**src/rtl/bayer_capture_pkg.sv**
```systemverilog
// Shared ISP definitions for the Bayer capture front end and the demosaic stage:
// capture FSM state type and the default pixel/counter widths.
package bayer_capture_pkg;

    localparam int ISP_DATA_W   = 12;
    localparam int ISP_CNT_W    = 11;
    localparam int ISP_LINE_LEN = 1280;

    typedef enum logic [1:0] {
        IDLE     = 2'd0,
        ARMED    = 2'd1,
        ACTIVE   = 2'd2,
        STOPPING = 2'd3
    } cap_state_e;

    // Pixels are forwarded in both the running and the stop-pending states.
    function automatic logic is_capturing(input cap_state_e s);
        return (s == ACTIVE) || (s == STOPPING);
    endfunction

endpackage

```
**src/rtl/bayer_capture_xy_counter.sv**
```systemverilog
// Column/row position counters for the capture stage. The column wraps at
// LINE_LEN and clears at line end; the row advances once per completed line
// segment (wrap or line end with a non-zero column) and saturates.
module bayer_capture_xy_counter
    import bayer_capture_pkg::*;
#(
    parameter int CNT_W    = ISP_CNT_W,
    parameter int LINE_LEN = ISP_LINE_LEN
) (
    input  logic             iCLK,
    input  logic             iRST,
    input  logic             frame_start_i,
    input  logic             pix_valid_i,
    input  logic             line_end_i,
    output logic [CNT_W-1:0] x_o,
    output logic [CNT_W-1:0] y_o
);

    localparam logic [CNT_W-1:0] LAST_COL = CNT_W'(LINE_LEN - 1);
    localparam logic [CNT_W-1:0] ROW_MAX  = {CNT_W{1'b1}};

    // col_q/row_q hold the position of the next pixel to arrive
    logic [CNT_W-1:0] col_q, col_d;
    logic [CNT_W-1:0] row_q, row_d;
    logic [CNT_W-1:0] row_inc;
    logic [CNT_W-1:0] x_q, y_q;

    assign row_inc = (row_q == ROW_MAX) ? row_q : row_q + 1'b1;

    // Next position: frame start clears, pixels advance, line end closes a partial line
    always_comb begin
        col_d = col_q;
        row_d = row_q;
        if (frame_start_i) begin
            col_d = '0;
            row_d = '0;
        end else if (pix_valid_i) begin
            if (col_q == LAST_COL) begin
                col_d = '0;
                row_d = row_inc;
            end else begin
                col_d = col_q + 1'b1;
            end
        end else if (line_end_i && (col_q != '0)) begin
            col_d = '0;
            row_d = row_inc;
        end
    end

    // Position registers plus the output copy aligned with the output pixel
    always_ff @(posedge iCLK or negedge iRST) begin
        if (!iRST) begin
            col_q <= '0;
            row_q <= '0;
            x_q   <= '0;
            y_q   <= '0;
        end else begin
            col_q <= col_d;
            row_q <= row_d;
            x_q   <= col_q;
            y_q   <= row_q;
        end
    end

    assign x_o = x_q;
    assign y_o = y_q;

endmodule

```
**src/rtl/bayer_capture.sv**
```systemverilog
// Raw Bayer capture front end: registers the sensor bus, gates capture with
// start/stop commands and emits pixels with aligned column/row positions.
// Optional feature macro: CAPTURE_FRAME_COUNT_EN (32-bit frame counter on
// oFrame_Cont; tied to zero when undefined).
module bayer_capture
    import bayer_capture_pkg::*;
#(
    parameter int DATA_W   = ISP_DATA_W,
    parameter int CNT_W    = ISP_CNT_W,
    parameter int LINE_LEN = ISP_LINE_LEN
) (
    input  logic              iCLK,
    input  logic              iRST,
    input  logic [DATA_W-1:0] iDATA,
    input  logic              iFVAL,
    input  logic              iLVAL,
    input  logic              iSTART,
    input  logic              iEND,
    output logic [DATA_W-1:0] oDATA,
    output logic              oDVAL,
    output logic [CNT_W-1:0]  oX_Cont,
    output logic [CNT_W-1:0]  oY_Cont,
    output logic [31:0]       oFrame_Cont
);

    logic [DATA_W-1:0] rdata_q;
    logic              rfval_q, rlval_q;
    logic              rfval_dly_q, rlval_dly_q;
    logic [DATA_W-1:0] odata_q;
    logic              odval_q;
    cap_state_e        state_q, state_d;

    logic fval_rise, fval_fall, lval_fall;
    logic frame_start, pix_valid;

    assign fval_rise   = rfval_q && !rfval_dly_q;
    assign fval_fall   = !rfval_q && rfval_dly_q;
    assign lval_fall   = !rlval_q && rlval_dly_q;
    assign frame_start = (state_q == ARMED) && (state_d == ACTIVE);
    assign pix_valid   = is_capturing(state_q) && rfval_q && rlval_q;

    // Input registers and one-cycle-delayed strobes for edge detection
    always_ff @(posedge iCLK or negedge iRST) begin
        if (!iRST) begin
            rdata_q     <= '0;
            rfval_q     <= 1'b0;
            rlval_q     <= 1'b0;
            rfval_dly_q <= 1'b0;
            rlval_dly_q <= 1'b0;
        end else begin
            rdata_q     <= iDATA;
            rfval_q     <= iFVAL;
            rlval_q     <= iLVAL;
            rfval_dly_q <= rfval_q;
            rlval_dly_q <= rlval_q;
        end
    end

    // Capture state register
    always_ff @(posedge iCLK or negedge iRST) begin
        if (!iRST) begin
            state_q <= IDLE;
        end else begin
            state_q <= state_d;
        end
    end

    // Command handling; iEND always beats a simultaneous iSTART
    always_comb begin
        state_d = state_q;
        unique case (state_q)
            IDLE: begin
                if (iSTART && !iEND) state_d = ARMED;
            end
            ARMED: begin
                if (iEND)           state_d = IDLE;
                else if (fval_rise) state_d = ACTIVE;
            end
            ACTIVE: begin
                if (fval_fall)      state_d = iEND ? IDLE : ARMED;
                else if (iEND)      state_d = STOPPING;
            end
            STOPPING: begin
                if (iSTART && !iEND) state_d = fval_fall ? ARMED : ACTIVE;
                else if (fval_fall)  state_d = IDLE;
            end
            default: state_d = IDLE;
        endcase
    end

    // Output pixel stage; data flows every cycle, valid only while capturing
    always_ff @(posedge iCLK or negedge iRST) begin
        if (!iRST) begin
            odata_q <= '0;
            odval_q <= 1'b0;
        end else begin
            odata_q <= rdata_q;
            odval_q <= pix_valid;
        end
    end

    bayer_capture_xy_counter #(
        .CNT_W    (CNT_W),
        .LINE_LEN (LINE_LEN)
    ) u_xy (
        .iCLK          (iCLK),
        .iRST          (iRST),
        .frame_start_i (frame_start),
        .pix_valid_i   (pix_valid),
        .line_end_i    (lval_fall),
        .x_o           (oX_Cont),
        .y_o           (oY_Cont)
    );

`ifdef CAPTURE_FRAME_COUNT_EN
    logic [31:0] frame_cnt_q;

    // Count every frame that actually starts capture
    always_ff @(posedge iCLK or negedge iRST) begin
        if (!iRST) begin
            frame_cnt_q <= '0;
        end else if (frame_start) begin
            frame_cnt_q <= frame_cnt_q + 32'd1;
        end
    end

    assign oFrame_Cont = frame_cnt_q;
`else
    assign oFrame_Cont = '0;
`endif

    assign oDATA = odata_q;
    assign oDVAL = odval_q;

endmodule

```
**config.mk**
```make
export PLATFORM = sky130hd
export DESIGN_NAME = bayer_capture
export DESIGN_NICKNAME = d
export VERILOG_FILES = /design/src/rtl/bayer_capture_pkg.sv /design/src/rtl/bayer_capture_xy_counter.sv /design/src/rtl/bayer_capture.sv
export SDC_FILE = /design/constraint.sdc
export NUM_CORES = 1
export LEC_CHECK = 0
export ABC_AREA = 0
export ABC_CLOCK_PERIOD_IN_PS = 3330
export CAP_MARGIN = 20
export CORE_ASPECT_RATIO = 1.1
export CORE_MARGIN = 2
export CORE_UTILIZATION = 51
export DETAILED_ROUTE_END_ITERATION = 7
export PLACE_DENSITY = 0.82
export REMOVE_ABC_BUFFERS = 1
export SLEW_MARGIN = 25
export SYNTH_ARGS = -nofsm -noshare
export SYNTH_HDL_FRONTEND = slang
export SYNTH_SLANG_ARGS = --single-unit
```
**constraint.sdc**
```tcl
create_clock -name iCLK -period 3.33 [get_ports iCLK]
set_clock_uncertainty 0.2 [all_clocks]
set_input_delay 0.8325 -clock iCLK [delete_from_list [all_inputs] [get_ports iCLK]]
set_output_delay 0.8325 -clock iCLK [all_outputs]
set_load 0.005 [all_outputs]
```
==> results.txt <==
- Top library cells by usage in the layout, fill and taps aside: sky130_fd_sc_hd__dfrtp_1, sky130_fd_sc_hd__clkdlybuf4s50_1, sky130_fd_sc_hd__conb_1
- The worst hold path belongs to the class reg -> reg.
- In this run, post-CTS hold repair placed 0 buffers.
* Simple-gate share of the synthesized area: 0.127
- Total count of max-transition violations in the final report: 0
- Total Negative Setup Slacks: 0 ps
* Run status: complete, no violations
- Summing all flip-flop and latch instances after layout gives 1880 um^2.
* Die W: 76.4 um
- In the final routed layout, each cell accounts on average for 13.5 um.
- For the worst setup path, the data required time is 3400 ps.
- For this design the static power due to leakage is 1.63 nW.
- Among all flip-flop cells after synthesis, the most frequent one is sky130_fd_sc_hd__dfrtp_1.
- The library cell used most frequently in the layout, excluding fill and tap cells, is sky130_fd_sc_hd__dfrtp_1.
- Starting density of the core: 0.519
* Mapped Avg Cell Area: 12.1 um^2
* Post-layout minimum cycle time: 2610 ps
- Setup Viol. Count Final: 0
- The worst-case IR drop observed on VDD is 294 uV.
- Register clock-pin slew on the reported worst setup and hold paths: 80 ps
* Final GP Congestion: 0.827
- Filler cell count: 468
- Standard-cell row count: 29
- Adder-cell area share of the yosys netlist: 0.0128
* Top-level port count: 85
* Flip-flop and latch count after synthesis: 75
- Xor-xnor portion of the synthesized cell area: 0
* Type of origin of the critical path: register
* Area of the multi-input gates: 888 um^2
* Fmax achieved: 384 MHz
- Setup repair after global routing left no endpoint under its margin.
- Clock tree from TritonCTS: yes
- Tightest Pin Transition: 785 ps
* Number of nets at the end of the flow: 323
- During synthesis, Yosys emitted a total of 0 warnings.
- In this run the clock root is driven by a sky130_fd_sc_hd__clkbuf_8.
* Maximum number of pins on one net before global-route repair: 42
- Number of gates given a new drive strength after cts: 0
- GR Layer Usage met2: 0.286
- Number of antenna violations at the first check in global routing: 0
* Number of search-and-repair iterations in the first detailed-routing pass: 4
- The number of global-route vias before repair was 1843.
- Largest family of logic cells by synthesized area: simple AND/OR/NAND/NOR gates
- In this run the worst path has a maximum fanout of 18.
* Number of hold violations in the final report: 0
- Average via count per standard cell: 5.04
- Synthesis produced a netlist whose cell count is 243.
- The portion of synthesized area spent on multiplexers is 0.00341.
- Power spread over the standard cell area amounts to 607 nW/um^2.
* DRC: 0
- The clock drives 75 sinks.
- In the synthesized netlist the async set-or-reset flop fraction comes to 1.00.
- Across all layers, the routed design uses 1937 vias.
- Buffers on Ports: 52
- HPWL Detailed: 3610 um
- For this block, the initial DRC count from the detailed router was 140.
- Measured against its own limit, the worst slew margin works out to 0.476.
- In the finished design, the share of the clock period the worst path needs comes to 0.783.
- Layout cells sized above 1: 0.0782
- P&R area growth vs syn: 23.9%
- Global-route wire length before repair: 8610 um
- After clock tree synthesis, the setup repair step added 0 buffers.
* Syn Std Cell Area: 2940 um^2
- Counting flops with a built-in enable in the synthesized netlist gives 0.
* GR met1 Demand/Resource: 0.214
- Area fraction in compound gates after synthesis: 0.118
- At the worst endpoint, the arrival time is 2680 ps.
* Kind of critical path: reg -> reg
* Count of inserted antenna diode cells: 0
- Across every metal layer, demand over resource in global routing totals 0.176.
- Maximum level of the CTS H-tree: 3
- Total length of routed wires: 5200 um
- The core region is 5660 um^2.
* Number of clock buffers inserted by TritonCTS: 9
- In this run the vertical extent of the chip is 83.6 um.
- The design draws 2.21 mW.
- Antenna-violating nets left: 0
- Area of the die: 6390 um^2
* Number of max-capacitance violations reported: 0
* Register area share after synthesis: 0.639
- The later pin in the worst-skew pair is clocked with a latency of 350 ps.
- Summed over all layers, the global routing overflow is 0.
- GRT busiest layer: met2
- Met3 GRT Util: 0.0368
* Netlist cell types: 43
- The worst setup path is captured at a register.
- Maximum root-to-sink buffer count: 2
## sequential cells by signal (all words and copies together), names as in the netlist
register / cells
rfval_q: 1
rlval_dly_q: 1
rlval_q: 1
rdata_q: 12
state_q: 2
u_xy.row_q: 11
oDATA: 12
u_xy.x_o: 11
u_xy.y_o: 11
oDVAL: 1
u_xy.col_q: 11
rfval_dly_q: 1
## metrics by stage
step	hold WS [ps]	utilization	area (um^2)	cells	worst slack (ps)
floorplan	131	-	2790	236	1010
global placement	132	0.607	3430	368	787
detailed placement	136	0.607	3430	368	718
CTS	154	0.643	3640	384	732
global route	158	0.643	3640	384	590
finish	153	0.643	3640	384	722
## routing by layer
metal  part of all wire  vias up
met5                  0        -
met2               0.51       70
met1               0.42      937
met3              0.045       14
met4              0.030        0
li1                   -      916
## cell usage after synthesis (2+ instances only)
cell | n | share of area
sky130_fd_sc_hd__and4_1 | 2 | 0.0060
sky130_fd_sc_hd__dfrtp_1 | 75 | 0.64
sky130_fd_sc_hd__nand2_1 | 14 | 0.018
sky130_fd_sc_hd__or4_1 | 6 | 0.015
sky130_fd_sc_hd__o31ai_1 | 6 | 0.015
sky130_fd_sc_hd__nor2_1 | 11 | 0.014
sky130_fd_sc_hd__buf_4 | 33 | 0.084
sky130_fd_sc_hd__and3_1 | 3 | 0.0064
sky130_fd_sc_hd__o211ai_1 | 2 | 0.0051
sky130_fd_sc_hd__ha_1 | 3 | 0.013
sky130_fd_sc_hd__inv_1 | 5 | 0.0064
sky130_fd_sc_hd__nor4b_1 | 2 | 0.0060
sky130_fd_sc_hd__a21oi_1 | 8 | 0.014
sky130_fd_sc_hd__nand3b_1 | 2 | 0.0051
sky130_fd_sc_hd__o21ai_0 | 23 | 0.039
sky130_fd_sc_hd__nor4_1 | 2 | 0.0043
sky130_fd_sc_hd__nand4_1 | 3 | 0.0064
sky130_fd_sc_hd__nor3_1 | 3 | 0.0051
sky130_fd_sc_hd__and2_1 | 4 | 0.0085
sky130_fd_sc_hd__clkbuf_1 | 4 | 0.0051
sky130_fd_sc_hd__o21a_1 | 2 | 0.0051
sky130_fd_sc_hd__nand3_1 | 9 | 0.015
## worst max-delay path, cell delays in order (launching register included)
cell and delay (ps):
sky130_fd_sc_hd__dfrtp_1 420, sky130_fd_sc_hd__ha_1 230, sky130_fd_sc_hd__and4_1 370, sky130_fd_sc_hd__a41oi_4 250, sky130_fd_sc_hd__a41o_4 370, sky130_fd_sc_hd__or4_1 520, sky130_fd_sc_hd__a21oi_1 160
## area by class of cell
type / instances / share of cell area
multi-input combinational: 155 / 0.244
inverter: 6 / 0.00619
sequential: 75 / 0.515
tap: 77 / 0.0265
timing repair buffer: 55 / 0.151
clock inverter: 7 / 0.0227
clock buffer: 9 / 0.0340
## cell families after synthesis
| logic type | count (synthesis) |
|---|---|
| AND/OR/NAND/NOR | 68 |
| buffers and inverters | 44 |
| adder cells (fa/ha/maj) | 3 |
| multiplexers | 1 |
| flip-flops | 75 |
| other | 1 |
| AO/OA/AOI/OAI | 51 |
## where the power goes
group | switching, mW | leakage, nW | internal (mW)
clock | 0.346 | 0.0984 | 0.357
combinational | 0.157 | 0.574 | 0.206
sequential | 0.0975 | 0.960 | 1.05
total | 0.601 | 1.63 | 1.61
## final timing paths
check,startpoint,endpoint,slack [ps],depth (start not counted)
min reg2reg,rdata_q[11],oDATA[11],150,0
max in group asynchronous,iRST,u_xy.y_o[4],1880,2
max,u_xy.col_q[0],u_xy.row_q[9],720,6
max reg2reg,u_xy.col_q[0],u_xy.row_q[9],720,6
min in group asynchronous,iRST,rdata_q[5],360,1
min,rdata_q[11],oDATA[11],150,0
Power figures use the tool's default switching activity.
